**config.mk**
```make
export PLATFORM = sky130hd
export DESIGN_NAME = shadow_chain_tx_flat
export DESIGN_NICKNAME = d
export VERILOG_FILES = /design/src/rtl/shadow_chain_tx_if.sv /design/src/rtl/shadow_chain_tx.sv /design/src/flat_wrapper.sv
export SDC_FILE = /design/constraint.sdc
export NUM_CORES = 1
export LEC_CHECK = 0
export ABC_AREA = 0
export CAP_MARGIN = 10
export CORE_MARGIN = 1.5
export CORE_UTILIZATION = 41
export DETAILED_ROUTE_END_ITERATION = 10
export PLACE_DENSITY = 0.74
export SLEW_MARGIN = 20
export SYNTH_ARGS = -nofsm -noshare
export SYNTH_HDL_FRONTEND = slang
export SYNTH_SLANG_ARGS = --single-unit
```
**constraint.sdc**
```tcl
create_clock -name clk -period 3.9 [get_ports clk]
set_clock_uncertainty 0.2 [all_clocks]
set_input_delay 0.39 -clock clk [delete_from_list [all_inputs] [get_ports clk]]
set_output_delay 0.39 -clock clk [all_outputs]
set_load 0.02 [all_outputs]
```
**src/rtl/shadow_chain_tx_if.sv**
```systemverilog
// Handshake/bus bundle between a shadow-chain transmitter and its driver/arbiter.
// Signal suffixes are from the transmitter's point of view.
interface shadow_chain_tx_if #(
  parameter int WIDTH = 32
);
  logic             capture_i;
  logic [WIDTH-1:0] cap_data_i;
  logic             dump_cmd_i;
  logic             rearm_i;
  logic             chain_out_o;
  logic             chain_vld_o;
  logic             chain_status_o;
  logic             busy_o;
  logic             overflow_o;

  modport master (
    output capture_i, cap_data_i, dump_cmd_i, rearm_i,
    input  chain_out_o, chain_vld_o, chain_status_o, busy_o, overflow_o
  );

  modport slave (
    input  capture_i, cap_data_i, dump_cmd_i, rearm_i,
    output chain_out_o, chain_vld_o, chain_status_o, busy_o, overflow_o
  );
endinterface

```
**src/rtl/shadow_chain_tx.sv**
```systemverilog
// Shadow-capture chain transmitter: snapshots WIDTH bits on capture and shifts them
// out LSB first on arbiter grant, with optional idle gaps between bits.
module shadow_chain_tx #(
  parameter int WIDTH   = 32,
  parameter int BIT_GAP = 0
) (
  input  logic             clk,
  input  logic             rst_n,
  shadow_chain_tx_if.slave bus
);

  localparam int              CW       = $clog2(WIDTH + 1);
  localparam logic [CW-1:0]   BitLimit = CW'(WIDTH);
  localparam logic [7:0]      GapLimit = 8'(BIT_GAP);

  typedef enum logic [1:0] {
    IDLE,
    LOADED,
    SHIFT,
    DONE
  } state_t;

  state_t           state_q;
  logic [WIDTH-1:0] snap_q;
  logic [CW-1:0]    bitCnt_q;
  logic [7:0]       gapCnt_q;
  logic             chainOut_q;
  logic             chainVld_q;
  logic             status_q;
  logic             busy_q;
  logic             overflow_q;

  // The snapshot is consumed as a shift register, so the next bit is always snap_q[0].
  always_ff @(posedge clk or negedge rst_n) begin
    if (!rst_n) begin
      state_q    <= IDLE;
      snap_q     <= '0;
      bitCnt_q   <= '0;
      gapCnt_q   <= '0;
      chainOut_q <= 1'b0;
      chainVld_q <= 1'b0;
      status_q   <= 1'b0;
      busy_q     <= 1'b0;
      overflow_q <= 1'b0;
    end else if (bus.rearm_i) begin
      state_q    <= IDLE;
      snap_q     <= '0;
      bitCnt_q   <= '0;
      gapCnt_q   <= '0;
      chainOut_q <= 1'b0;
      chainVld_q <= 1'b0;
      status_q   <= 1'b0;
      busy_q     <= 1'b0;
      overflow_q <= 1'b0;
    end else begin
      chainVld_q <= 1'b0;
      unique case (state_q)
        IDLE: begin
          if (bus.capture_i) begin
            snap_q  <= bus.cap_data_i;
            state_q <= LOADED;
          end else if (bus.dump_cmd_i) begin
            state_q  <= DONE;
            status_q <= 1'b1;
          end
        end
        LOADED: begin
          if (bus.capture_i) begin
            snap_q <= bus.cap_data_i;
          end else if (bus.dump_cmd_i) begin
            state_q    <= SHIFT;
            busy_q     <= 1'b1;
            chainOut_q <= snap_q[0];
            chainVld_q <= 1'b1;
            snap_q     <= snap_q >> 1;
            bitCnt_q   <= CW'(1);
            gapCnt_q   <= '0;
          end
        end
        SHIFT: begin
          if (bus.capture_i) begin
            overflow_q <= 1'b1;
          end
          // Completion does not wait for a grant: no trailing gap follows the last bit.
          if (bitCnt_q == BitLimit) begin
            state_q  <= DONE;
            busy_q   <= 1'b0;
            status_q <= 1'b1;
          end else if (bus.dump_cmd_i) begin
            if (gapCnt_q != GapLimit) begin
              gapCnt_q <= gapCnt_q + 8'd1;
            end else begin
              chainOut_q <= snap_q[0];
              chainVld_q <= 1'b1;
              snap_q     <= snap_q >> 1;
              bitCnt_q   <= bitCnt_q + 1'b1;
              gapCnt_q   <= '0;
            end
          end
        end
        DONE: begin
          if (bus.capture_i) begin
            overflow_q <= 1'b1;
          end
        end
      endcase
    end
  end

  assign bus.chain_out_o    = chainOut_q;
  assign bus.chain_vld_o    = chainVld_q;
  assign bus.chain_status_o = status_q;
  assign bus.busy_o         = busy_q;
  assign bus.overflow_o     = overflow_q;

endmodule

```
**src/flat_wrapper.sv**
```systemverilog
// flat-port wrapper written by rule: the top's interface ports become plain ports
module shadow_chain_tx_flat 
#(
  parameter int WIDTH   = 32,
  parameter int BIT_GAP = 0
)
  (clk, rst_n, bus_capture_i, bus_cap_data_i, bus_dump_cmd_i, bus_rearm_i, bus_chain_out_o, bus_chain_vld_o, bus_chain_status_o, bus_busy_o, bus_overflow_o);
  shadow_chain_tx_if #(.WIDTH(WIDTH)) bus_i ();
  input  logic clk;
  input  logic rst_n;
  input wire logic [$bits(bus_i.capture_i)-1:0] bus_capture_i;
  input wire logic [$bits(bus_i.cap_data_i)-1:0] bus_cap_data_i;
  input wire logic [$bits(bus_i.dump_cmd_i)-1:0] bus_dump_cmd_i;
  input wire logic [$bits(bus_i.rearm_i)-1:0] bus_rearm_i;
  output wire logic [$bits(bus_i.chain_out_o)-1:0] bus_chain_out_o;
  output wire logic [$bits(bus_i.chain_vld_o)-1:0] bus_chain_vld_o;
  output wire logic [$bits(bus_i.chain_status_o)-1:0] bus_chain_status_o;
  output wire logic [$bits(bus_i.busy_o)-1:0] bus_busy_o;
  output wire logic [$bits(bus_i.overflow_o)-1:0] bus_overflow_o;
  assign bus_i.capture_i = bus_capture_i;
  assign bus_i.cap_data_i = bus_cap_data_i;
  assign bus_i.dump_cmd_i = bus_dump_cmd_i;
  assign bus_i.rearm_i = bus_rearm_i;
  assign bus_chain_out_o = bus_i.chain_out_o;
  assign bus_chain_vld_o = bus_i.chain_vld_o;
  assign bus_chain_status_o = bus_i.chain_status_o;
  assign bus_busy_o = bus_i.busy_o;
  assign bus_overflow_o = bus_i.overflow_o;
  shadow_chain_tx #(.WIDTH(WIDTH), .BIT_GAP(BIT_GAP)) u_core (.clk(clk), .rst_n(rst_n), .bus(bus_i));
endmodule
```
==> Word level (Yosys, flattened, before mapping) <==
Cells that the tools add are included.
{ "classes": {"n_reduce_logical": 15, "mux": 54, "n_addsub": 2, "n_eq_ne": 15} }
{ "ops": {"columns": ["operator", "count"], "rows": [
  ["32-bit 2-to-1 mux", 7],
  ["32-bit case mux with 3 select lines", 1],
  ["8-bit 2-to-1 mux", 6],
  ["6-bit 2-to-1 mux", 6],
  ["3-bit inequality test, second input constant", 8],
  ["1-bit 2-to-1 mux", 21],
  ["8-bit case mux with 2 select lines", 1],
  ["2-bit 2-to-1 mux", 6],
  ["6-bit case mux with 2 select lines", 1],
  ["6-bit AND reduction", 2],
  ["5-bit AND reduction", 2],
  ["8-bit by 1-bit adder with 8-bit output, second input constant", 1],
  ["4-bit inequality test, second input constant", 2],
  ["1-bit case mux with 2 select lines", 4],
  ["4-bit AND reduction", 2],
  ["8-bit nonzero test", 1],
  ["6-bit by 1-bit adder with 6-bit output, second input constant", 1],
  ["6-bit == test, second input constant", 1],
  ["2-bit case mux with 3 select lines", 1],
  ["3-bit nonzero test", 2],
  ["2-bit == test, second input constant", 2],
  ["2-bit nonzero test", 2],
  ["4-bit nonzero test", 1],
  ["3-bit by 2-bit inequality test with 1-bit output, second input constant", 1],
  ["4 further kinds", 4]
]} }
{ "word_totals": {"register_bits": 53, "elab_cells": 95} }

==> Logic depth before layout (Yosys ltp) <==
{ "logic_depth": {"depth_word": 6, "mapped_depth": 9, "ltp_nobuf": 7} }

==> Worst setup path before layout <==
Ideal clock, no wire load.
{ "synth_timing": {"kind": "register to register", "from": "register u_core.bitCnt_q[0]", "to": "register u_core.snap_q[10]", "slack_ns": 1.682, "arrival_ns": 1.893, "setup_ns": 0.125, "n_path_buf": 2, "stages_incl_launch_ff": 10, "period_less_slack_ns": 2.218, "required_ns": 3.575, "cell_sequence": "dfrtp_1 inv_1 ha_1 nor4b_4 and2_4 o21a_4 o21ba_1 buf_6 buf_6 mux2_4"} }
{ "synth_via": {"elab_chain_cells": 3} }
{ "synth_rtl": {"columns": ["element", "line", "rtl"], "rows": [
  ["start, declared", "shadow_chain_tx.sv:25", "logic [CW-1:0] bitCnt_q;"],
  ["start signal, assigned", "shadow_chain_tx.sv:96", "bitCnt_q <= bitCnt_q + 1'b1;"],
  ["6-bit == test", "shadow_chain_tx.sv:85", "if (bitCnt_q == BitLimit) begin"],
  ["3-bit inequality test (no source line)", null, null],
  ["6-bit AND reduction (no source line)", null, null],
  ["end signal, assigned", "shadow_chain_tx.sv:69", "snap_q <= bus.cap_data_i;"],
  ["end signal, assigned", "shadow_chain_tx.sv:75", "snap_q <= snap_q >> 1;"],
  ["end signal, assigned", "shadow_chain_tx.sv:95", "snap_q <= snap_q >> 1;"],
  ["end, declared", "shadow_chain_tx.sv:24", "logic [WIDTH-1:0] snap_q;"]
]} }
Every way passes these cells.
A chain may end at the register's enable or synchronous reset.

==> Worst setup path in the final report <==
{ "layout_timing": {"from": "register u_core.gapCnt_q[0]", "to": "register u_core.snap_q[1]"} }
{ "layout_via": {"elab_chain_cells": 3} }
{ "layout_rtl": {"columns": ["element", "line", "rtl"], "rows": [
  ["start, declared", "shadow_chain_tx.sv:26", "logic [7:0] gapCnt_q;"],
  ["start signal, assigned", "shadow_chain_tx.sv:91", "gapCnt_q <= gapCnt_q + 8'd1;"],
  ["8-bit nonzero test", "shadow_chain_tx.sv:90", "if (gapCnt_q != GapLimit) begin"],
  ["3-bit inequality test (no source line)", null, null],
  ["6-bit AND reduction (no source line)", null, null]
]} }
Every way passes these cells.

==> flow_metrics.env <==
export IMPL_yosys_top_cells_area="dfrtp_1, mux2_4, a22o_1"
export IMPL_start_kind="flop"
export IMPL_syn_area_sq_mm=0.00292
export IMPL_synthFlopType="dfrtp_1"
export IMPL_start_util_pct=42.7
export IMPL_die_h_microns=87.4
export IMPL_nFillCells=627
export IMPL_yosysWarningCount=0
export IMPL_place_worst_setup_slack_ns=0.846
export IMPL_vias_per_cell=5.31
export IMPL_vias=2065
export IMPL_portBuffers=41
export IMPL_critPathMaxStageDelay_ns=0.44
export IMPL_ys_seq_area_share_pct=45.5
export IMPL_crit_chain="inv_1 > ha_1 > nor4b_2 > nand2_1 > o21a_4 > o21ba_2 > buf_4 > mux2_2"
export IMPL_grt_pass1_wl_mm=9.37
export IMPL_drtPass1Iterations=4
export IMPL_synthCells=252
export IMPL_finalSetupViolCount=0
export IMPL_cts_resized_gates=0
export IMPL_ir_drop_mv=0.252
export IMPL_slowest_stage="dfrtp_1"
export IMPL_drtIter0Drc=140
export IMPL_fin_ws_ns=1.15
export IMPL_area_growth_pct=20.9
export IMPL_io_pins=42
export IMPL_place_gp_congestion=0.813
export IMPL_ys_async_sr_fraction_pct=100
export IMPL_synth_top_cell_by_area="dfrtp_1"
export IMPL_ys_types=44
export IMPL_fp_row_count=30
export IMPL_synth_enable_flop_cells=0
export IMPL_status="complete, no violations"
export IMPL_cp_arrival_ns=2.75
export IMPL_tns_ns=0
export IMPL_ys_ff_latch=53
export IMPL_drc=0
export IMPL_worst_slew_pin_transition_ns=0.680
export IMPL_first_global_vias=1946
export IMPL_die_w_microns=87.4
export IMPL_numCtsBuffers=5
export IMPL_maxSlewViolCount=0
export IMPL_dp_cells=380
export IMPL_yosysTopAreaCellShare_pct=45.5
export IMPL_end_kind="flop"
export IMPL_power_leakage_nw=1.63
export IMPL_crit_fanout=14
export IMPL_dp_hpwl_mm=3.89
export IMPL_cellPowerDensity_mw_per_mm2=576
export IMPL_root_buffer="clkbuf_8"
export IMPL_grtUsageTotal_pct=15.6
export IMPL_slew_headroom_pct=54.5
export IMPL_clock_latency_ns=0.32
export IMPL_layout_common_cells="dfrtp_1, clkdlybuf4s50_1, a22o_1"
export IMPL_syn_num_nets=297
export IMPL_antenna_found_initial=0
export IMPL_post_cts_buffers=0
export IMPL_die_area_sq_mm=0.00763
export IMPL_path_class="reg -> reg"
export IMPL_final_period_utilization_pct=70.5
export IMPL_ctsLongestPathBuffers=2
export IMPL_worstPathRequired_ns=3.91
export IMPL_hold_violations=0
export IMPL_cts_max_level=2
export IMPL_final_common_cell="dfrtp_1"
export IMPL_min_period_ns=2.75
export IMPL_hold_path_class="reg -> reg"
export IMPL_core_region_area_sq_mm=0.00683
export IMPL_n_antenna_cell=0
export IMPL_grt_max_degree=54
export IMPL_overflow=0
export IMPL_finalNonFillerCells=389
export IMPL_post_drt_wl_per_cell_microns=14.5
export IMPL_cp_num_buf_inv=2
export IMPL_fmax_mhz=364
export IMPL_cts_sinks=53
export IMPL_cpLargestDelayFamily="compound AO/OA/AOI/OAI gates"
export IMPL_final_nets=337
export IMPL_avgSynthCellArea_sq_um=11.6
export IMPL_ant_nets=0
export IMPL_drv_cap=0
export IMPL_drive_above_1_share_pct=19.5
export IMPL_cts_tree="built"
export IMPL_clk_pin_slew_ns=0.10
export IMPL_drt_wl_total_mm=5.65
export IMPL_grt_setup_unrepaired="no"
[cells in the mapped netlist (2+ instances only)]
cell type,count
dfrtp_1,53
nand4_1,4
nor2_1,13
clkbuf_1,7
nor3_1,5
nor2b_1,3
nand3_1,4
ha_1,8
inv_1,12
o21ai_0,7
or3_1,4
a21oi_1,11
buf_6,4
buf_2,3
mux2i_1,4
nand2_1,14
nor3b_1,2
xnor2_1,5
nor4_1,3
and3_1,2
or2_2,2
a22o_1,30
a221oi_1,2
mux2_4,28
mux2_2,3
[area by class of cell]
cell class	count	area, sq um	area share (%)
Tap cell	96	120	3.40
Timing Repair Buffer	48	460	13.0
Clock buffer	6	72.6	2.06
Multi-Input combinational cell	172	1470	41.5
Inverter	12	45.0	1.28
Clock inverter	2	38.8	1.10
Sequential cell	53	1330	37.6
[layer usage]
metal	vias up	routed length [microns]	global-route usage, %
met1	1013	2630	21.6
met4	0	144	7.07
met3	14	223	3.41
li1	993	-	-
met5	-	0	0
met2	45	2650	23.4
[through the flow]
stage | cell area [sq um] | util [%] | power (mW) | hold WS, ns
5_1_grt | 3530 | 51.6 | 2.16 | 0.334
3_5_place_dp | 3410 | 49.9 | 1.67 | 0.292
4_1_cts | 3530 | 51.6 | 2.05 | 0.316
6_report | 3530 | 51.6 | 2.03 | 0.310
2_1_floorplan | 2920 | - | 1.46 | -0.106
3_3_place_gp | 3410 | 49.9 | 1.64 | 0.280
[final timing paths]
kind                                                start                   endpoint  slack, ns  depth (start not counted)
worst max-delay path                   u_core.gapCnt_q[0]           u_core.snap_q[1]       1.15                          8
worst min-delay path            u_core.bus.chain_status_o  u_core.bus.chain_status_o       0.31                          2
worst max register to register         u_core.gapCnt_q[0]           u_core.snap_q[1]       1.15                          8
worst min register to register  u_core.bus.chain_status_o  u_core.bus.chain_status_o       0.31                          2
max in group asynchronous                           rst_n     u_core.bus.chain_vld_o       2.55                          3
min in group asynchronous                           rst_n           u_core.snap_q[8]       0.51                          3
[report_power, final]
part           leakage (nW)  internal [mW]  switching [mW]
logic                 0.863          0.448           0.351
registers             0.710          0.734           0.122
clock network        0.0554          0.193           0.184
total                  1.63           1.37           0.658
[cells by family after synthesis]
family / Yosys count / share of synthesized area, %
xor gates and xnor gates: 6 / 1.80
and+or+nand+nor: 62 / 11.7
DFF: 53 / 45.5
buffers and inverters: 27 / 4.63
adders and majority gates: 8 / 3.43
muxes: 35 / 16.9
AOI/OAI and AO/OA: 61 / 16.0
[worst reg2reg max path: cells and delay by family, from the launching register on]
family | cells | cell delay (ns)
buf+inv | 2 | 0.41
simple gates | 2 | 0.37
compound gates | 2 | 0.70
fa+ha+maj | 1 | 0.15
mux | 1 | 0.36
flops | 1 | 0.44
[timing repair]
action                                 CTS  global route
hold buffers                             1             0
setup endpoints to repair                0             0
endpoints found under the hold margin    1             0
[flip-flops by register name (all words and copies together) (netlist names)]
name,flops
u_core.bitCnt_q,6
u_core.bus.busy_o,1
u_core.bus.chain_out_o,1
u_core.bus.chain_status_o,1
u_core.bus.chain_vld_o,1
u_core.bus.overflow_o,1
u_core.gapCnt_q,8
u_core.snap_q,32
u_core.state_q,2
(Power assumes the default switching activity.)
